==> src/rtl/fetch_ifid_ctrl.sv <==
// Fetch stage controller: owns the PC, drives the I-cache request and holds the IF/ID register.
// Responds to hazard stall/flush and branch redirects, including redirects that land while an
// I-cache miss is outstanding.
// Optional performance counters are compiled in when FETCH_PERF_CNT_EN is defined.
module fetch_ifid_ctrl #(
    parameter logic [31:0] RESET_PC = 32'h0000_0000,
    parameter logic [31:0] NOP_INST = 32'h0000_0013
) (
    input  logic        clk,
    input  logic        rst_n,
    input  logic        hazard_stall,
    input  logic        hazard_flush,
    input  logic        branch_taken,
    input  logic [31:0] branch_target,
    input  logic        icache_stall,
    input  logic [31:0] icache_rdata,
    output logic        icache_req,
    output logic [31:0] icache_addr,
    output logic [31:0] IF_ID_pc,
    output logic [31:0] IF_ID_inst,
    output logic        IF_ID_valid,
    output logic [6:0]  IF_ID_op,
    output logic [4:0]  IF_ID_rs1,
`ifdef FETCH_PERF_CNT_EN
    output logic [4:0]  IF_ID_rs2,
    output logic [31:0] perf_fetch_cnt,
    output logic [31:0] perf_bubble_cnt
`else
    output logic [4:0]  IF_ID_rs2
`endif
);

    typedef enum logic [1:0] {StIdle, StFetch, StMiss, StRedirect} state_e;

    state_e      state_q, state_d;
    logic [31:0] pc_q, pc_d;
    logic [31:0] redirect_pc_q, redirect_pc_d;
    logic [31:0] if_id_pc_q, if_id_pc_d;
    logic [31:0] if_id_inst_q, if_id_inst_d;
    logic        if_id_valid_q, if_id_valid_d;
    logic        bubble_wr;
    logic        fetch_ok;
    logic [31:0] target_aligned;

    assign target_aligned = {branch_target[31:2], 2'b00};

    // State register plus PC, redirect target and IF/ID datapath registers
    always_ff @(posedge clk or negedge rst_n) begin
        if (!rst_n) begin
            state_q       <= StIdle;
            pc_q          <= RESET_PC;
            redirect_pc_q <= 32'h0;
            if_id_pc_q    <= 32'h0;
            if_id_inst_q  <= NOP_INST;
            if_id_valid_q <= 1'b0;
        end else begin
            state_q       <= state_d;
            pc_q          <= pc_d;
            redirect_pc_q <= redirect_pc_d;
            if_id_pc_q    <= if_id_pc_d;
            if_id_inst_q  <= if_id_inst_d;
            if_id_valid_q <= if_id_valid_d;
        end
    end

    // Next-state and datapath decisions; a branch always beats a stall or flush
    always_comb begin
        state_d       = state_q;
        pc_d          = pc_q;
        redirect_pc_d = redirect_pc_q;
        if_id_pc_d    = if_id_pc_q;
        if_id_inst_d  = if_id_inst_q;
        if_id_valid_d = if_id_valid_q;
        bubble_wr     = 1'b0;
        fetch_ok      = 1'b0;
        unique case (state_q)
            StIdle: state_d = StFetch;
            StFetch, StMiss: begin
                if (!icache_stall) begin
                    state_d = StFetch;
                    if (branch_taken) begin
                        pc_d      = target_aligned;
                        bubble_wr = 1'b1;
                    end else if (hazard_stall) begin
                        // word dropped, same pc refetched next cycle
                    end else if (hazard_flush) begin
                        bubble_wr = 1'b1;
                    end else begin
                        fetch_ok      = 1'b1;
                        if_id_pc_d    = pc_q;
                        if_id_inst_d  = icache_rdata;
                        if_id_valid_d = 1'b1;
                        pc_d          = pc_q + 32'd4;
                    end
                end else if (branch_taken) begin
                    // the outstanding miss must still drain before the new pc is used
                    redirect_pc_d = target_aligned;
                    bubble_wr     = 1'b1;
                    state_d       = StRedirect;
                end else begin
                    state_d = StMiss;
                    // without a stall the old instruction moves on to ID
                    if (!hazard_stall) bubble_wr = 1'b1;
                end
            end
            StRedirect: begin
                if (branch_taken) redirect_pc_d = target_aligned;
                if (!icache_stall) begin
                    pc_d    = branch_taken ? target_aligned : redirect_pc_q;
                    state_d = StFetch;
                end
            end
            default: state_d = StIdle;
        endcase
        if (bubble_wr) begin
            if_id_inst_d  = NOP_INST;
            if_id_valid_d = 1'b0;
        end
    end

    // Outputs: request in every non-idle state, address is the held pc
    always_comb begin
        icache_req  = (state_q != StIdle);
        icache_addr = pc_q;
        IF_ID_pc    = if_id_pc_q;
        IF_ID_inst  = if_id_inst_q;
        IF_ID_valid = if_id_valid_q;
        IF_ID_op    = if_id_inst_q[6:0];
        IF_ID_rs1   = if_id_inst_q[19:15];
        IF_ID_rs2   = if_id_inst_q[24:20];
    end

`ifdef FETCH_PERF_CNT_EN
    logic [31:0] perf_fetch_q, perf_fetch_d;
    logic [31:0] perf_bubble_q, perf_bubble_d;

    // Saturating counters of normal accepts and bubble writes
    always_comb begin
        perf_fetch_d  = perf_fetch_q;
        perf_bubble_d = perf_bubble_q;
        if (fetch_ok && (perf_fetch_q != 32'hFFFF_FFFF)) perf_fetch_d = perf_fetch_q + 32'd1;
        if (bubble_wr && (perf_bubble_q != 32'hFFFF_FFFF)) perf_bubble_d = perf_bubble_q + 32'd1;
    end

    // Counter registers
    always_ff @(posedge clk or negedge rst_n) begin
        if (!rst_n) begin
            perf_fetch_q  <= 32'h0;
            perf_bubble_q <= 32'h0;
        end else begin
            perf_fetch_q  <= perf_fetch_d;
            perf_bubble_q <= perf_bubble_d;
        end
    end

    assign perf_fetch_cnt  = perf_fetch_q;
    assign perf_bubble_cnt = perf_bubble_q;
`endif

endmodule

==> config.mk <==
export PLATFORM = sky130hd
export DESIGN_NAME = fetch_ifid_ctrl
export DESIGN_NICKNAME = d
export VERILOG_FILES = /design/src/rtl/fetch_ifid_ctrl.sv
export SDC_FILE = /design/constraint.sdc
export NUM_CORES = 1
export LEC_CHECK = 0
export CAP_MARGIN = 20
export CORE_MARGIN = 1.5
export CORE_UTILIZATION = 44
export CTS_BUF_LIST = sky130_fd_sc_hd__clkbuf_2 sky130_fd_sc_hd__clkbuf_4 sky130_fd_sc_hd__clkbuf_8
export CTS_CLUSTER_SIZE = 28
export DETAILED_ROUTE_END_ITERATION = 8
export PLACE_DENSITY = 0.89
export SLEW_MARGIN = 30
export SYNTH_ARGS = -nofsm -noshare
export SYNTH_HDL_FRONTEND = slang
export SYNTH_SLANG_ARGS = --single-unit
==> constraint.sdc <==
create_clock -name clk -period 1.9 [get_ports clk]
set_clock_uncertainty 0.05 [all_clocks]
set_input_delay 0.38 -clock clk [delete_from_list [all_inputs] [get_ports clk]]
set_output_delay 0.38 -clock clk [all_outputs]
set_load 0.05 [all_outputs]
==> impl_metrics.yaml <==
worst_setup_path:
  path_buf_inv: 2
  path_class: "register to register"
  required_ns: 2.20
  crit_fanout: 8
  path_cells: "inv_2 > ha_4 > mux2_4 > nand2_4 > bufbuf_16 > mux2_2"
  setup.worst_path.start_class: "register"
  cp_slowest_cell: "dfrtp_2"
  cp-end-kind: "register"
  critPathTopFamily: "multiplexers"
  max_stage_delay_ns: 0.42
  crit_arrival_ns: 2.27
power:
  p_total_mw: 15.7
  p_switching_mw: 7.26
  swShare: 0.463
  seq_power_share: 0.305
  p_leak_nw: 4.33
  pwr-share-comb: 0.535
  power.density_nw_per_um2: 1730
  intPower_mw: 8.41
  p_clk_frac: 0.160
  vdd_ir_drop_max_v: 0.000935
timing:
  fin_crit_sh: 1.04
  fmax_mhz: 507
  slew_violations: 0
  worst_slew_pin_slew_ns: 0.499
  finalHoldViolCount: 0
  worst_slack_ns: -0.0711
  slew_headroom: 0.664
  setup_violations: 19
  fin_crit_ns: 1.97
  rsz0062_at_grt: "true"
logic_synthesis:
  ys_warn_count: 0
  synth_compound_area_frac: 0.182
  synth_fa_ha_area_frac: 0.00609
  syn-num-nets: 692
  avgSynthCellArea_um2: 9.96
  async_flop_share: 1.00
  synth_seq_area_share: 0.532
  synth_edf_count: 0
  ys.flop_type: "dfrtp_1"
  synth_top_family_by_area: "compound AO/OA/AOI/OAI gates"
  synth_xor_area_frac: 0
  netlist_area_um2: 6160
  synthMuxAreaShare: 0.0631
  yosys.area_share.simple: 0.156
  synth_seq_cells: 131
  yosysUniqueCellTypes: 51
  synth_cells: 619
final_layout:
  nNetsFinal: 906
  n_antenna_cell: 0
  area_growth_pct: 47.0
  design_area_um2: 9060
  layout-drive-gt1-share: 0.351
floorplan:
  core_um2: 13800
  dieArea_um2: 14700
  die_x_um: 121
  io_pins: 185
  initial_core_util: 0.448
  die_height_um: 121
  rows: 43
place:
  place.port_buffers: 182
  placed_area_um2: 8320
  place.gp.congestion: 0.921
  post-dp-hpwl_um: 13600
clock_tree:
  clk_path_buf_depth: 2
  cts_tree: "done"
  root_buffer: "clkbuf_8"
  path_clk_slew_ns: 0.08
  h-tree-depth: 4
  clock_latency_ns: 0.46
  clock_sinks: 131
  cts_buffers: 17
route:
  vias: 5899
  ant_nets: 0
  first_pass_iters: 6
  viasPerCell: 5.75
  drc: 0
  routedWlPerCell_um: 19.6
  drt_first_iter_violations: 625
  wl_um: 20200
global_route:
  antenna_found_initial: 0
  grt_overflow: 0
  grt_pass1_wl_um: 29900
  grt.total_usage: 0.265
  grt_pass1_vias: 5478
  grt_max_degree: 44
flow_run:
  max-cap-violations: 0
worst_hold_path:
  hold_class: "input pin to async pin"
run_status:
  status: "complete, but fails checks"
  violations: "setup timing"
-- Yosys cell counts (3+ instances only) --
| library cell | instances | area (um2) |
|---|---|---|
| o21ai_0 | 53 | 265 |
| and3_1 | 21 | 131 |
| nor2_1 | 21 | 78.8 |
| buf_2 | 9 | 45.0 |
| nand4_2 | 3 | 37.5 |
| nand2_1 | 118 | 443 |
| o21ai_1 | 3 | 15.0 |
| nand3_1 | 4 | 20.0 |
| clkbuf_1 | 32 | 120 |
| nor2b_1 | 4 | 25.0 |
| a221oi_1 | 3 | 26.3 |
| a21o_1 | 3 | 22.5 |
| dfstp_2 | 3 | 78.8 |
| o31a_1 | 6 | 52.6 |
| o22ai_1 | 5 | 31.3 |
| a31oi_1 | 10 | 62.6 |
| o22a_1 | 3 | 26.3 |
| mux2_2 | 31 | 349 |
| nor3_1 | 4 | 20.0 |
| o31ai_1 | 4 | 30.0 |
| and2_1 | 5 | 31.3 |
| a21oi_1 | 28 | 140 |
| ha_1 | 3 | 37.5 |
| nand4_1 | 12 | 75.1 |
| inv_1 | 14 | 52.6 |
| mux2i_1 | 4 | 40.0 |
| buf_4 | 18 | 135 |
| nor4_1 | 5 | 31.3 |
| dfrtp_1 | 128 | 3200 |
| a22o_1 | 35 | 307 |
-- stage by stage --
step	std cells	util	setup TNS, ns	hold WS (ns)	setup slack, ns
CTS	1017	0.641	-0.00304	0.366	-0.00304
global route	1026	0.658	-2.22	0.396	-0.111
finish	1026	0.658	-0.601	0.366	-0.0711
detailed placement	981	0.604	-11.75	0.282	-0.242
global placement	981	0.604	-10.00	0.279	-0.209
floorplan	619	-	-0.0145	0.0344	-0.0145
-- logic make-up (layout without fill, tap and decap cells) --
family | count (synthesis) | in the layout
and+or+nand+nor | 204 | 204
AOI/OAI and AO/OA | 170 | 170
DFF | 131 | 131
buffers and inverters | 76 | 303
muxes | 35 | 35
adders and majority gates | 3 | 3
-- flip-flops by register name, indices dropped and copies added (netlist names) --
signal / flops
state_q: 2
redirect_pc_q: 32
icache_addr: 32
IF_ID_inst: 32
IF_ID_valid: 1
IF_ID_pc: 32
-- power by group through the flow --
stage	clock network (mW)	registers [mW]	logic (mW)
floorplan	0	6.87	2.66
global placement	0	4.70	7.55
detailed placement	0	4.77	7.69
CTS	2.51	4.72	7.84
global route	2.66	4.89	8.81
finish	2.51	4.78	8.38
-- cell usage in the layout, fill, tap and decap left out, types with 3 or more instances in the layout --
| cell | instances |
|---|---|
| o31ai_1 | 4 |
| o21ai_1 | 9 |
| dlygate4sd2_1 | 6 |
| nand4_2 | 3 |
| clkinvlp_4 | 4 |
| buf_12 | 14 |
| clkdlybuf4s50_1 | 66 |
| o22ai_1 | 5 |
| nor2b_1 | 3 |
| o31a_1 | 6 |
| dfstp_2 | 3 |
| clkinv_2 | 3 |
| dfrtp_1 | 109 |
| nor4_2 | 3 |
| mux2_4 | 15 |
| nand4_1 | 12 |
| nor2_1 | 20 |
| a21oi_1 | 26 |
| clkbuf_8 | 23 |
| a22o_1 | 35 |
| nor3_1 | 3 |
| buf_6 | 4 |
| and2_1 | 4 |
| mux2i_1 | 4 |
| and3_1 | 21 |
| a31oi_1 | 10 |
| dfrtp_2 | 19 |
| nand2_1 | 117 |
| nand3_1 | 3 |
| o21ai_0 | 45 |
| o22a_1 | 3 |
| a221oi_1 | 3 |
| inv_1 | 11 |
| buf_4 | 161 |
| mux2_2 | 16 |
| a21o_1 | 3 |
| ha_4 | 3 |
-- what timing repair did --
item,in CTS,in global routing
setup buffers,2,7
cloned,1,3
endpoints found under the hold margin,39,0
pin swaps,1,4
endpoints found under the setup margin,41,58
gates resized for setup,12,43
hold buffers,1,0
-- worst paths after layout --
path,cells after the start,to,startpoint,slack [ns]
worst max-delay path,6,redirect_pc_q[23]$_DFFE_PN0P_,state_q[1]$_DFFE_PN0N_,-0.07
worst min-delay path,2,IF_ID_inst[27]$_DFFE_PN0P_,rst_n,0.37
worst max register to register,6,redirect_pc_q[23]$_DFFE_PN0P_,state_q[1]$_DFFE_PN0N_,-0.07
worst min register to register,2,IF_ID_pc[13]$_DFFE_PN0P_,IF_ID_pc[13]$_DFFE_PN0P_,0.42
max in group asynchronous,3,icache_addr[20]$_DFFE_PN0P_,rst_n,0.79
min in group clk,2,IF_ID_pc[13]$_DFFE_PN0P_,IF_ID_pc[13]$_DFFE_PN0P_,0.42
-- layer usage --
metal  share of wire  vias to the layer above  track usage
met5               0                        -            0
met4           0.037                        0        0.119
met3           0.068                       76       0.0550
met2            0.48                      280        0.412
met1            0.41                     2916        0.356
li1                -                     2627            -
-- worst register-to-register path, cell delays in order, from the launching register on --
cell       delay (ns)
dfrtp_2          0.42
inv_2            0.06
ha_4             0.30
mux2_4           0.31
nand2_4          0.10
bufbuf_16        0.28
mux2_2           0.33
-- area by class of cell --
cell class / count / area, um2
inverter: 14 / 56.3
clock inverter: 8 / 97.6
clock buffer: 24 / 324
fill: 1061 / 4710
multi-input combinational: 412 / 2700
sequential: 131 / 3310
tap: 180 / 225
timing repair buffer: 257 / 2360
No activity file was read; power rests on OpenSTA's default activity.
